--- config.mk ---
export PLATFORM = sky130hd
export DESIGN_NAME = hazard_log_writer_flat
export DESIGN_NICKNAME = d
export VERILOG_FILES = /design/src/rtl/hazard_log_if.sv /design/src/rtl/hazard_log_writer.sv /design/src/flat_wrapper.sv
export SDC_FILE = /design/constraint.sdc
export NUM_CORES = 1
export LEC_CHECK = 0
export CAP_MARGIN = 20
export CORE_AREA = 3 3 128 130
export CTS_BUF_LIST = sky130_fd_sc_hd__clkbuf_4 sky130_fd_sc_hd__clkbuf_8
export CTS_CLUSTER_SIZE = 8
export DETAILED_ROUTE_END_ITERATION = 16
export DIE_AREA = 0 0 131 133
export PLACE_DENSITY_LB_ADDON = 0.3
export SYNTH_ARGS = -nofsm -noshare
export SYNTH_HDL_FRONTEND = slang
export SYNTH_SLANG_ARGS = --single-unit
--- constraint.sdc ---
create_clock -name clk -period 2.9 [get_ports clk]
set_input_delay 0.58 -clock clk [delete_from_list [all_inputs] [get_ports clk]]
set_output_delay 0.58 -clock clk [all_outputs]
set_load 0.01 [all_outputs]
--- src/rtl/hazard_log_if.sv ---
// Issue-stage, flush/acknowledge and log-readout signals of the hazard log writer.
interface hazard_log_if #(
  parameter int NUM_SLOTS = 13,
  parameter int TAG_W     = 3
);
  localparam int CNT_W = $clog2(NUM_SLOTS + 1);

  logic                   issue_valid;
  logic [TAG_W-1:0]       issue_rd;
  logic [TAG_W-1:0]       issue_rs1;
  logic [TAG_W-1:0]       issue_rs2;
  logic                   issue_we;
  logic                   issue_use_rs2;
  logic                   flush_req;
  logic                   log_ack;
  logic [8*NUM_SLOTS-1:0] hazardMem;
  logic                   log_valid;
  logic [CNT_W-1:0]       log_count;
  logic                   log_full;
  logic                   log_overflow;

  modport master (
    output issue_valid, issue_rd, issue_rs1, issue_rs2, issue_we, issue_use_rs2,
    output flush_req, log_ack,
    input  hazardMem, log_valid, log_count, log_full, log_overflow
  );

  modport slave (
    input  issue_valid, issue_rd, issue_rs1, issue_rs2, issue_we, issue_use_rs2,
    input  flush_req, log_ack,
    output hazardMem, log_valid, log_count, log_full, log_overflow
  );
endinterface

--- src/rtl/hazard_log_writer.sv ---
// Detects RAW hazards against the last two issued instructions and appends
// {consumer tag, producer tag, distance} records to a fixed-size log.
module hazard_log_writer #(
  parameter int NUM_SLOTS = 13,
  parameter int TAG_W     = 3
) (
  input  logic        clk,
  input  logic        rst_n,
  hazard_log_if.slave bus
);
  localparam int CNT_W = $clog2(NUM_SLOTS + 1);
  localparam int MEM_W = 8 * NUM_SLOTS;
  localparam logic [CNT_W-1:0] FULL_CNT = CNT_W'(NUM_SLOTS);

  typedef enum logic {FILL, HOLD} state_t;

  state_t           state_q, state_d;
  logic [TAG_W-1:0] tag_q;
  logic [TAG_W-1:0] h1_tag_q, h1_rd_q, h2_tag_q, h2_rd_q;
  logic             h1_we_q, h2_we_q;
  logic [MEM_W-1:0] mem_q, mem_d;
  logic [CNT_W-1:0] cnt_q, cnt_d;
  logic             ovf_q, ovf_d;
  logic             d1_hit, d2_hit, det;
  logic [7:0]       rec;

  always_comb begin
    d1_hit = h1_we_q && ((bus.issue_rs1 == h1_rd_q) ||
                         (bus.issue_use_rs2 && (bus.issue_rs2 == h1_rd_q)));
    d2_hit = h2_we_q && ((bus.issue_rs1 == h2_rd_q) ||
                         (bus.issue_use_rs2 && (bus.issue_rs2 == h2_rd_q)));
    det    = bus.issue_valid && (d1_hit || d2_hit);
    // The nearer producer wins; rs1/rs2 order cannot change the record.
    rec    = d1_hit ? {tag_q, h1_tag_q, 2'b01} : {tag_q, h2_tag_q, 2'b10};
  end

  always_comb begin
    state_d = state_q;
    mem_d   = mem_q;
    cnt_d   = cnt_q;
    ovf_d   = ovf_q;
    case (state_q)
      FILL: begin
        if (det) begin
          mem_d[{cnt_q, 3'b000} +: 8] = rec;
          cnt_d = cnt_q + 1'b1;
        end
        if ((cnt_d == FULL_CNT) || (bus.flush_req && (cnt_q != '0))) begin
          state_d = HOLD;
        end
      end
      HOLD: begin
        if (bus.log_ack) begin
          state_d = FILL;
          mem_d   = '0;
          cnt_d   = '0;
          ovf_d   = 1'b0;
          // A hazard arriving with the acknowledge starts the fresh log.
          if (det) begin
            mem_d[7:0] = rec;
            cnt_d      = CNT_W'(1);
          end
        end else if (det) begin
          ovf_d = 1'b1;
        end
      end
      default: state_d = FILL;
    endcase
  end

  always_ff @(posedge clk or negedge rst_n) begin
    if (!rst_n) begin
      state_q <= FILL;
      mem_q   <= '0;
      cnt_q   <= '0;
      ovf_q   <= 1'b0;
    end else begin
      state_q <= state_d;
      mem_q   <= mem_d;
      cnt_q   <= cnt_d;
      ovf_q   <= ovf_d;
    end
  end

  // History keeps shifting in HOLD so detection is correct after the drain.
  always_ff @(posedge clk or negedge rst_n) begin
    if (!rst_n) begin
      tag_q    <= '0;
      h1_tag_q <= '0;
      h1_rd_q  <= '0;
      h1_we_q  <= 1'b0;
      h2_tag_q <= '0;
      h2_rd_q  <= '0;
      h2_we_q  <= 1'b0;
    end else if (bus.issue_valid) begin
      tag_q    <= tag_q + 1'b1;
      h1_tag_q <= tag_q;
      h1_rd_q  <= bus.issue_rd;
      h1_we_q  <= bus.issue_we;
      h2_tag_q <= h1_tag_q;
      h2_rd_q  <= h1_rd_q;
      h2_we_q  <= h1_we_q;
    end
  end

  assign bus.hazardMem    = mem_q;
  assign bus.log_count    = cnt_q;
  assign bus.log_full     = (cnt_q == FULL_CNT);
  assign bus.log_valid    = (state_q == HOLD);
  assign bus.log_overflow = ovf_q;
endmodule

--- src/flat_wrapper.sv ---
// flat-port wrapper written by rule: the top's interface ports become plain ports
module hazard_log_writer_flat 
#(
  parameter int NUM_SLOTS = 13,
  parameter int TAG_W     = 3
)
  (clk, rst_n, bus_issue_valid, bus_issue_rd, bus_issue_rs1, bus_issue_rs2, bus_issue_we, bus_issue_use_rs2, bus_flush_req, bus_log_ack, bus_hazardMem, bus_log_valid, bus_log_count, bus_log_full, bus_log_overflow);
  hazard_log_if #(.NUM_SLOTS(NUM_SLOTS), .TAG_W(TAG_W)) bus_i ();
  input  logic clk;
  input  logic rst_n;
  input wire logic [$bits(bus_i.issue_valid)-1:0] bus_issue_valid;
  input wire logic [$bits(bus_i.issue_rd)-1:0] bus_issue_rd;
  input wire logic [$bits(bus_i.issue_rs1)-1:0] bus_issue_rs1;
  input wire logic [$bits(bus_i.issue_rs2)-1:0] bus_issue_rs2;
  input wire logic [$bits(bus_i.issue_we)-1:0] bus_issue_we;
  input wire logic [$bits(bus_i.issue_use_rs2)-1:0] bus_issue_use_rs2;
  input wire logic [$bits(bus_i.flush_req)-1:0] bus_flush_req;
  input wire logic [$bits(bus_i.log_ack)-1:0] bus_log_ack;
  output wire logic [$bits(bus_i.hazardMem)-1:0] bus_hazardMem;
  output wire logic [$bits(bus_i.log_valid)-1:0] bus_log_valid;
  output wire logic [$bits(bus_i.log_count)-1:0] bus_log_count;
  output wire logic [$bits(bus_i.log_full)-1:0] bus_log_full;
  output wire logic [$bits(bus_i.log_overflow)-1:0] bus_log_overflow;
  assign bus_i.issue_valid = bus_issue_valid;
  assign bus_i.issue_rd = bus_issue_rd;
  assign bus_i.issue_rs1 = bus_issue_rs1;
  assign bus_i.issue_rs2 = bus_issue_rs2;
  assign bus_i.issue_we = bus_issue_we;
  assign bus_i.issue_use_rs2 = bus_issue_use_rs2;
  assign bus_i.flush_req = bus_flush_req;
  assign bus_i.log_ack = bus_log_ack;
  assign bus_hazardMem = bus_i.hazardMem;
  assign bus_log_valid = bus_i.log_valid;
  assign bus_log_count = bus_i.log_count;
  assign bus_log_full = bus_i.log_full;
  assign bus_log_overflow = bus_i.log_overflow;
  hazard_log_writer #(.NUM_SLOTS(NUM_SLOTS), .TAG_W(TAG_W)) u_core (.clk(clk), .rst_n(rst_n), .bus(bus_i));
endmodule
==> results_dict.tcl, run 1 <==
set metrics [dict create \
    status "completed" \
    nets 679 \
    io_pins 127 \
    place_inst 849 \
    final_common_cell "dfrtp_1" \
    stdcell_count 881 \
    fin_util_pct 51.3 \
    ir_drop_uv 395 \
    dieArea_um2 17400 \
    drive_above_1_share_pct 15.1 \
    synth-xor-area-share_pct 2.95 \
    grtUsageTotal_pct 19.6 \
    post_synth_and_or_nand_nor_area_fraction_pct 14.2 \
    rsz0062_at_grt "false" \
    finalCritPeriodShare_pct 87.0 \
    cp-start-kind "register" \
    ctsHoldBuffers 0 \
    powerDensity_nw_per_um2 687 \
    synth_cell_types 49 \
    period_needed_ns 2.52 \
    post_cts.resized_instances 0 \
    critPathCaptureType "output pin" \
    synth_ff_type "dfrtp_1" \
    synthArstFlopShare_pct 100 \
    vias_per_cell 5.33 \
    reg2reg_slack_ns 0.49 \
    synth.area.mux_share_pct 8.33 \
    synth_edf_count 0 \
    worst_pin_slew_ns 0.714 \
    drt_iter0_markers 364 \
    dpl.hpwl_um 11900 \
    antenna_found_initial 0 \
    syn_inst 510 \
    synth_top_area_share_pct 56.3 \
    final_cell_mix "dfrtp_1 (127), clkdlybuf4s50_1 (125), nand3_1 (65), nand2_1 (47), o21ai_0 (36)" \
    htreeDepth 4 \
    hold_violations 0 \
    core_um2 15300 \
    drv_slew 0 \
    clock_sinks 127 \
    synth_fp_nets 532 \
    synth_top_cell_by_area "dfrtp_1" \
    ys_seq_elements 127 \
    tns_ns 0 \
    postSynthAreaPerCell_um2 11.1 \
    cap_violations 0 \
    grt_pass1_wl_um 26400 \
    synth_area_um2 5650 \
    relSlewSlack_pct 52.4 \
    cts_setup_buffers 0 \
    finClkSkew_ns 0.00780 \
    synth_fa_ha_area_share_pct 1.33 \
    dr.pass1.iters 5 \
    fmax_mhz 396 \
    yosysWarnings 0 \
    arrival_ns 1.94 \
    grt_overflow_total 0 \
    crit_start "u_core.bus.log_count[0]" \
    chipHeight_um 133 \
    grt_pass1_vias 4682 \
    ctsRootBufferMaster "clkbuf_8" \
    wl_per_cell_um 18.8 \
    r2r-start "u_core.bus.log_count[0]" \
    critPathMaxFanout 17 \
    rows 45 \
    reg2reg_to "u_core.bus.hazardMem[95]" \
    synth-compound-area-share_pct 13.5 \
    numCtsBuffers 17 \
    die-width_um 131 \
    required_ns 2.32 \
    path_clk_slew_ns 0.07 \
    synth_top_family_by_area "simple AND/OR/NAND/NOR gates" \
    worst-setup-path-type "register to output pin" \
    diodes 0 \
    num_vias 4699 \
    clock_latency_ns 0.44 \
    synth_area_leaders "dfrtp_1 (56%), nand3_1 (5.8%), mux2i_1 (5.1%), o21ai_0 (3.2%), mux2_2 (3.2%)" \
    synth.yosys.seq_area_share_pct 56.3 \
    nFillCells 1375 \
    syn2layout_area_growth_pct 38.6 \
    cts_buffer_depth 2 \
    tritoncts "yes" \
    drt-total-wl_um 16600 \
    grt_max_degree 57 \
    ant_nets 0 \
    initial_core_util_pct 37.0 \
    p_leak_uw 0.00345 \
    whs_ns 0.184 \
    r2r_cells 7 \
    gp_congestion 0.897 \
    io_buffers 126 \
    drc 0 \
    hold_path.class "input pin to asynchronous set/reset pin" \
    setup_viol 0 \
]
==> cells by family (layout without fill, tap and decap cells) <==
logic type | count (synthesis) | in the layout
AO/OA/AOI/OAI | 108 | 108
XOR/XNOR | 19 | 19
adder cells (fa/ha/maj) | 6 | 6
buffers and inverters | 45 | 205
flip-flops | 127 | 127
multiplexers | 45 | 45
AND/OR/NAND/NOR | 160 | 160
==> state kept, by name, summed over array words and instances, names as in the netlist <==
signal                   flops
u_core.bus.log_overflow      1
u_core.bus.hazardMem       104
u_core.h1_tag_q              3
u_core.h2_rd_q               3
u_core.bus.log_count         4
u_core.h2_we_q               1
u_core.bus.log_valid         1
u_core.h2_tag_q              3
u_core.h1_rd_q               3
u_core.h1_we_q               1
u_core.tag_q                 3
==> metrics by stage <==
step           total power, uW  area [um2]  setup WS, ns
2_1_floorplan             2960        5650         0.271
3_3_place_gp              3670        7380        0.0185
3_5_place_dp              3690        7380       -0.0536
4_1_cts                   5410        7830         0.356
5_1_grt                   5660        7830         0.281
6_report                  5380        7830         0.376
==> metal layers <==
| metal | wire, um | up-vias | GRT usage [%] |
|---|---|---|---|
| met4 | 460 | 0 | 7.60 |
| met2 | 7790 | 192 | 29.5 |
| met5 | 0 | - | 0 |
| li1 | - | 2142 | - |
| met3 | 1170 | 29 | 5.13 |
| met1 | 7150 | 2336 | 27.0 |
==> cell type report <==
cell class / instances / area, um2 / area share, %
Sequential cell: 127 / 3180 / 40.6
Multi-Input combinational cell: 338 / 2290 / 29.2
Timing Repair Buffer: 163 / 1610 / 20.6
Clock buffer: 20 / 269 / 3.44
Tap cell: 211 / 264 / 3.37
Clock inverter: 12 / 181 / 2.32
Inverter: 10 / 37.5 / 0.479
==> Yosys cell counts (2+ instances only) <==
| master | n |
|---|---|
| a21oi_1 | 5 |
| a21oi_2 | 2 |
| a22o_1 | 15 |
| a32o_1 | 10 |
| a41oi_1 | 2 |
| and2_1 | 5 |
| and3_1 | 2 |
| buf_1 | 8 |
| buf_2 | 6 |
| buf_4 | 2 |
| clkbuf_1 | 18 |
| dfrtp_1 | 127 |
| ha_1 | 6 |
| inv_1 | 10 |
| mux2_2 | 16 |
| mux2i_1 | 29 |
| nand2_1 | 48 |
| nand2b_1 | 3 |
| nand3_1 | 65 |
| nand4_1 | 2 |
| nand4_2 | 2 |
| nor2_1 | 11 |
| nor3_1 | 8 |
| nor4_1 | 2 |
| nor4_2 | 2 |
| o2111ai_1 | 4 |
| o211ai_1 | 4 |
| o21ai_0 | 36 |
| o21ai_1 | 8 |
| o31ai_1 | 14 |
| or2_2 | 3 |
| xnor2_1 | 10 |
| xor2_1 | 9 |
==> worst max-delay path by stage <==
stage	end	slack, ns	cells after the start
after detailed placement	u_core.bus.hazardMem[44]	-0.05	8
after global placement	u_core.bus.hazardMem[42]	0.02	8
after global routing	u_core.bus.hazardMem[41]	0.28	9
after floorplan	u_core.bus.hazardMem[0]	0.27	8
after CTS	bus_log_full	0.36	2
final	bus_log_full	0.38	4
==> where the power goes <==
part	internal [uW]	switching, uW	total, uW
logic	565	963	1530
clock network	997	707	1700
registers	1930	222	2150
total	3490	1890	5380
==> critical path, cell delays in order, from the launching register on <==
cell and delay [ns]:
dfrtp_1 0.36, buf_4 0.24, ha_1 0.17, and3_1 0.19
clkdlybuf4s50_1 0.55
Power figures use the tool's default switching activity.
==> inputs of run 2 (changes only) <==
--- a/config.mk
+++ b/config.mk
@@ -11,6 +11,7 @@
 export CTS_CLUSTER_SIZE = 8
 export DETAILED_ROUTE_END_ITERATION = 16
 export DIE_AREA = 0 0 131 133
+export MAX_ROUTING_LAYER = met4
 export PLACE_DENSITY_LB_ADDON = 0.3
 export SYNTH_ARGS = -nofsm -noshare
 export SYNTH_HDL_FRONTEND = slang
==> results_dict.tcl, run 2 (same netlist as run 1, synthesis figures left out) <==
set metrics [dict create \
    seq_area_um2 3180 \
    drt-total-wl_um 16300 \
    vias_per_cell 5.30 \
    core_um2 15300 \
    whs_ns 0.165 \
    largest_register_ffs 104 \
    gp_congestion 0.899 \
    required_ns 3.24 \
    p_leak_uw 0.00347 \
    crit_buf_inv 3 \
    post_cts.resized_instances 0 \
    numCtsBuffers 17 \
    drt_iter0_markers 281 \
    wl_per_cell_um 18.5 \
    initial_core_util_pct 37.0 \
    dpl.hpwl_um 11700 \
    critPathCaptureType "register" \
    clock_sinks 127 \
    grtUsageTotal_pct 19.4 \
    htreeDepth 4 \
    nets 681 \
    grt_pass1_vias 4594 \
    io_buffers 126 \
    setup_viol 0 \
    critPathMaxStageDelay_ns 0.61 \
    period_needed_ns 2.49 \
    chipHeight_um 133 \
    nFillCells 1357 \
    num_vias 4681 \
    cts_buffer_depth 2 \
    critPathMaxFanout 15 \
    final_cell_mix "dfrtp_1 (127), clkdlybuf4s50_1 (125), nand3_1 (65), nand2_1 (47), o21ai_0 (36)" \
    fmax_mhz 401 \
    ctsRootBufferMaster "clkbuf_8" \
    antenna_found_initial 0 \
    path_clk_slew_ns 0.07 \
    rows 45 \
    dieArea_um2 17400 \
    relSlewSlack_pct 52.2 \
    path_cells "clkdlybuf4s50_1 -> xor2_1 -> nor4_2 -> a41o_1 -> buf_12 -> buf_4 -> o2111ai_1 -> nand3_1 -> o21ai_1" \
    dr.pass1.iters 5 \
    grt_max_degree 55 \
    multi_input_area_um2 2290 \
    crit_slowest_cell "o2111ai_1" \
    io_pins 127 \
    grt_overflow_total 0 \
    tritoncts "yes" \
    powerDensity_nw_per_um2 687 \
    crit_family "compound AO/OA/AOI/OAI gates" \
    cp-start-kind "input pin" \
    clock_latency_ns 0.43 \
    ir_drop_uv 435 \
    ant_nets 0 \
    hold_path.class "input pin to asynchronous set/reset pin" \
    syn2layout_area_growth_pct 38.9 \
    die-width_um 131 \
    placement.cell_area_um2 7390 \
    drc 0 \
    grt_pass1_wl_um 25600 \
    drive_above_1_share_pct 15.3 \
    diodes 0 \
    finClkSkew_ns 0.00938 \
    cap_violations 0 \
    final_common_cell "dfrtp_1" \
    arrival_ns 2.83 \
    postLayoutCellArea_um2 7850 \
    worst-setup-path-type "input pin to register" \
    cts_setup_buffers 0 \
    rsz0062_at_grt "false" \
    ctsHoldBuffers 0 \
    hold_violations 0 \
    finalCritPeriodShare_pct 85.9 \
    drv_slew 0 \
    worst_pin_slew_ns 0.716 \
    status "completed" \
]
run 2: cell types whose count changed in the layout (fill, tap and decap cells not counted):
cell / change
buf_4: +2
clkinvlp_4: -4
clkinv_4: +3
clkinv_2: +1
run 2: per-layer routing:
metal  vias up  part of all wire (%)  track usage [%]
met5         -                     0                -
met4         0                   1.8             6.00
met3        21                   5.3             4.00
met2       169                    48             29.6
met1      2327                    45             26.1
li1       2164                     -                -
run 2: metrics by stage:
| stage | utilization, % | TNS, ns | setup WS [ns] | cells | power [uW] |
|---|---|---|---|---|---|
| global placement | 48.5 | 0 | 0.0365 | 851 | 3690 |
| global route | 51.4 | 0 | 0.217 | 883 | 5670 |
| CTS | 51.4 | 0 | 0.387 | 883 | 5420 |
| detailed placement | 48.5 | -0.0518 | -0.0290 | 851 | 3700 |
| floorplan | - | 0 | 0.271 | 510 | 2960 |
| finish | 51.4 | 0 | 0.408 | 883 | 5390 |
run 2: final timing paths:
| check | from | endpoint | slack (ns) | depth (start not counted) |
|---|---|---|---|---|
| setup reg to reg | u_core.bus.log_count[0] | u_core.bus.hazardMem[4] | 0.52 | 7 |
| max in group asynchronous | rst_n | u_core.bus.hazardMem[64] | 1.91 | 2 |
| hold / removal | rst_n | u_core.bus.hazardMem[91] | 0.16 | 1 |
| min in group clk | u_core.bus.hazardMem[76] | u_core.bus.hazardMem[76] | 0.50 | 1 |
| hold reg to reg | u_core.bus.hazardMem[76] | u_core.bus.hazardMem[76] | 0.50 | 1 |
| setup / recovery | bus_issue_rs2[1] | u_core.bus.hazardMem[46] | 0.41 | 9 |
run 2: layout make-up:
class | count | share of cell area, %
multi-input cells | 338 | 29.2
inverters | 10 | 0.478
well taps | 211 | 3.37
repair buffers | 165 | 20.7
clock inverters | 12 | 2.33
flip-flops and latches | 127 | 40.5
clock buffers | 20 | 3.43
run 2: power by group:
group          switching [uW]  internal [uW]  leakage [uW]
Clock                     710           1000      0.000231
Sequential                217           1930       0.00173
Combinational             968            567       0.00151
Total                    1900           3490       0.00347
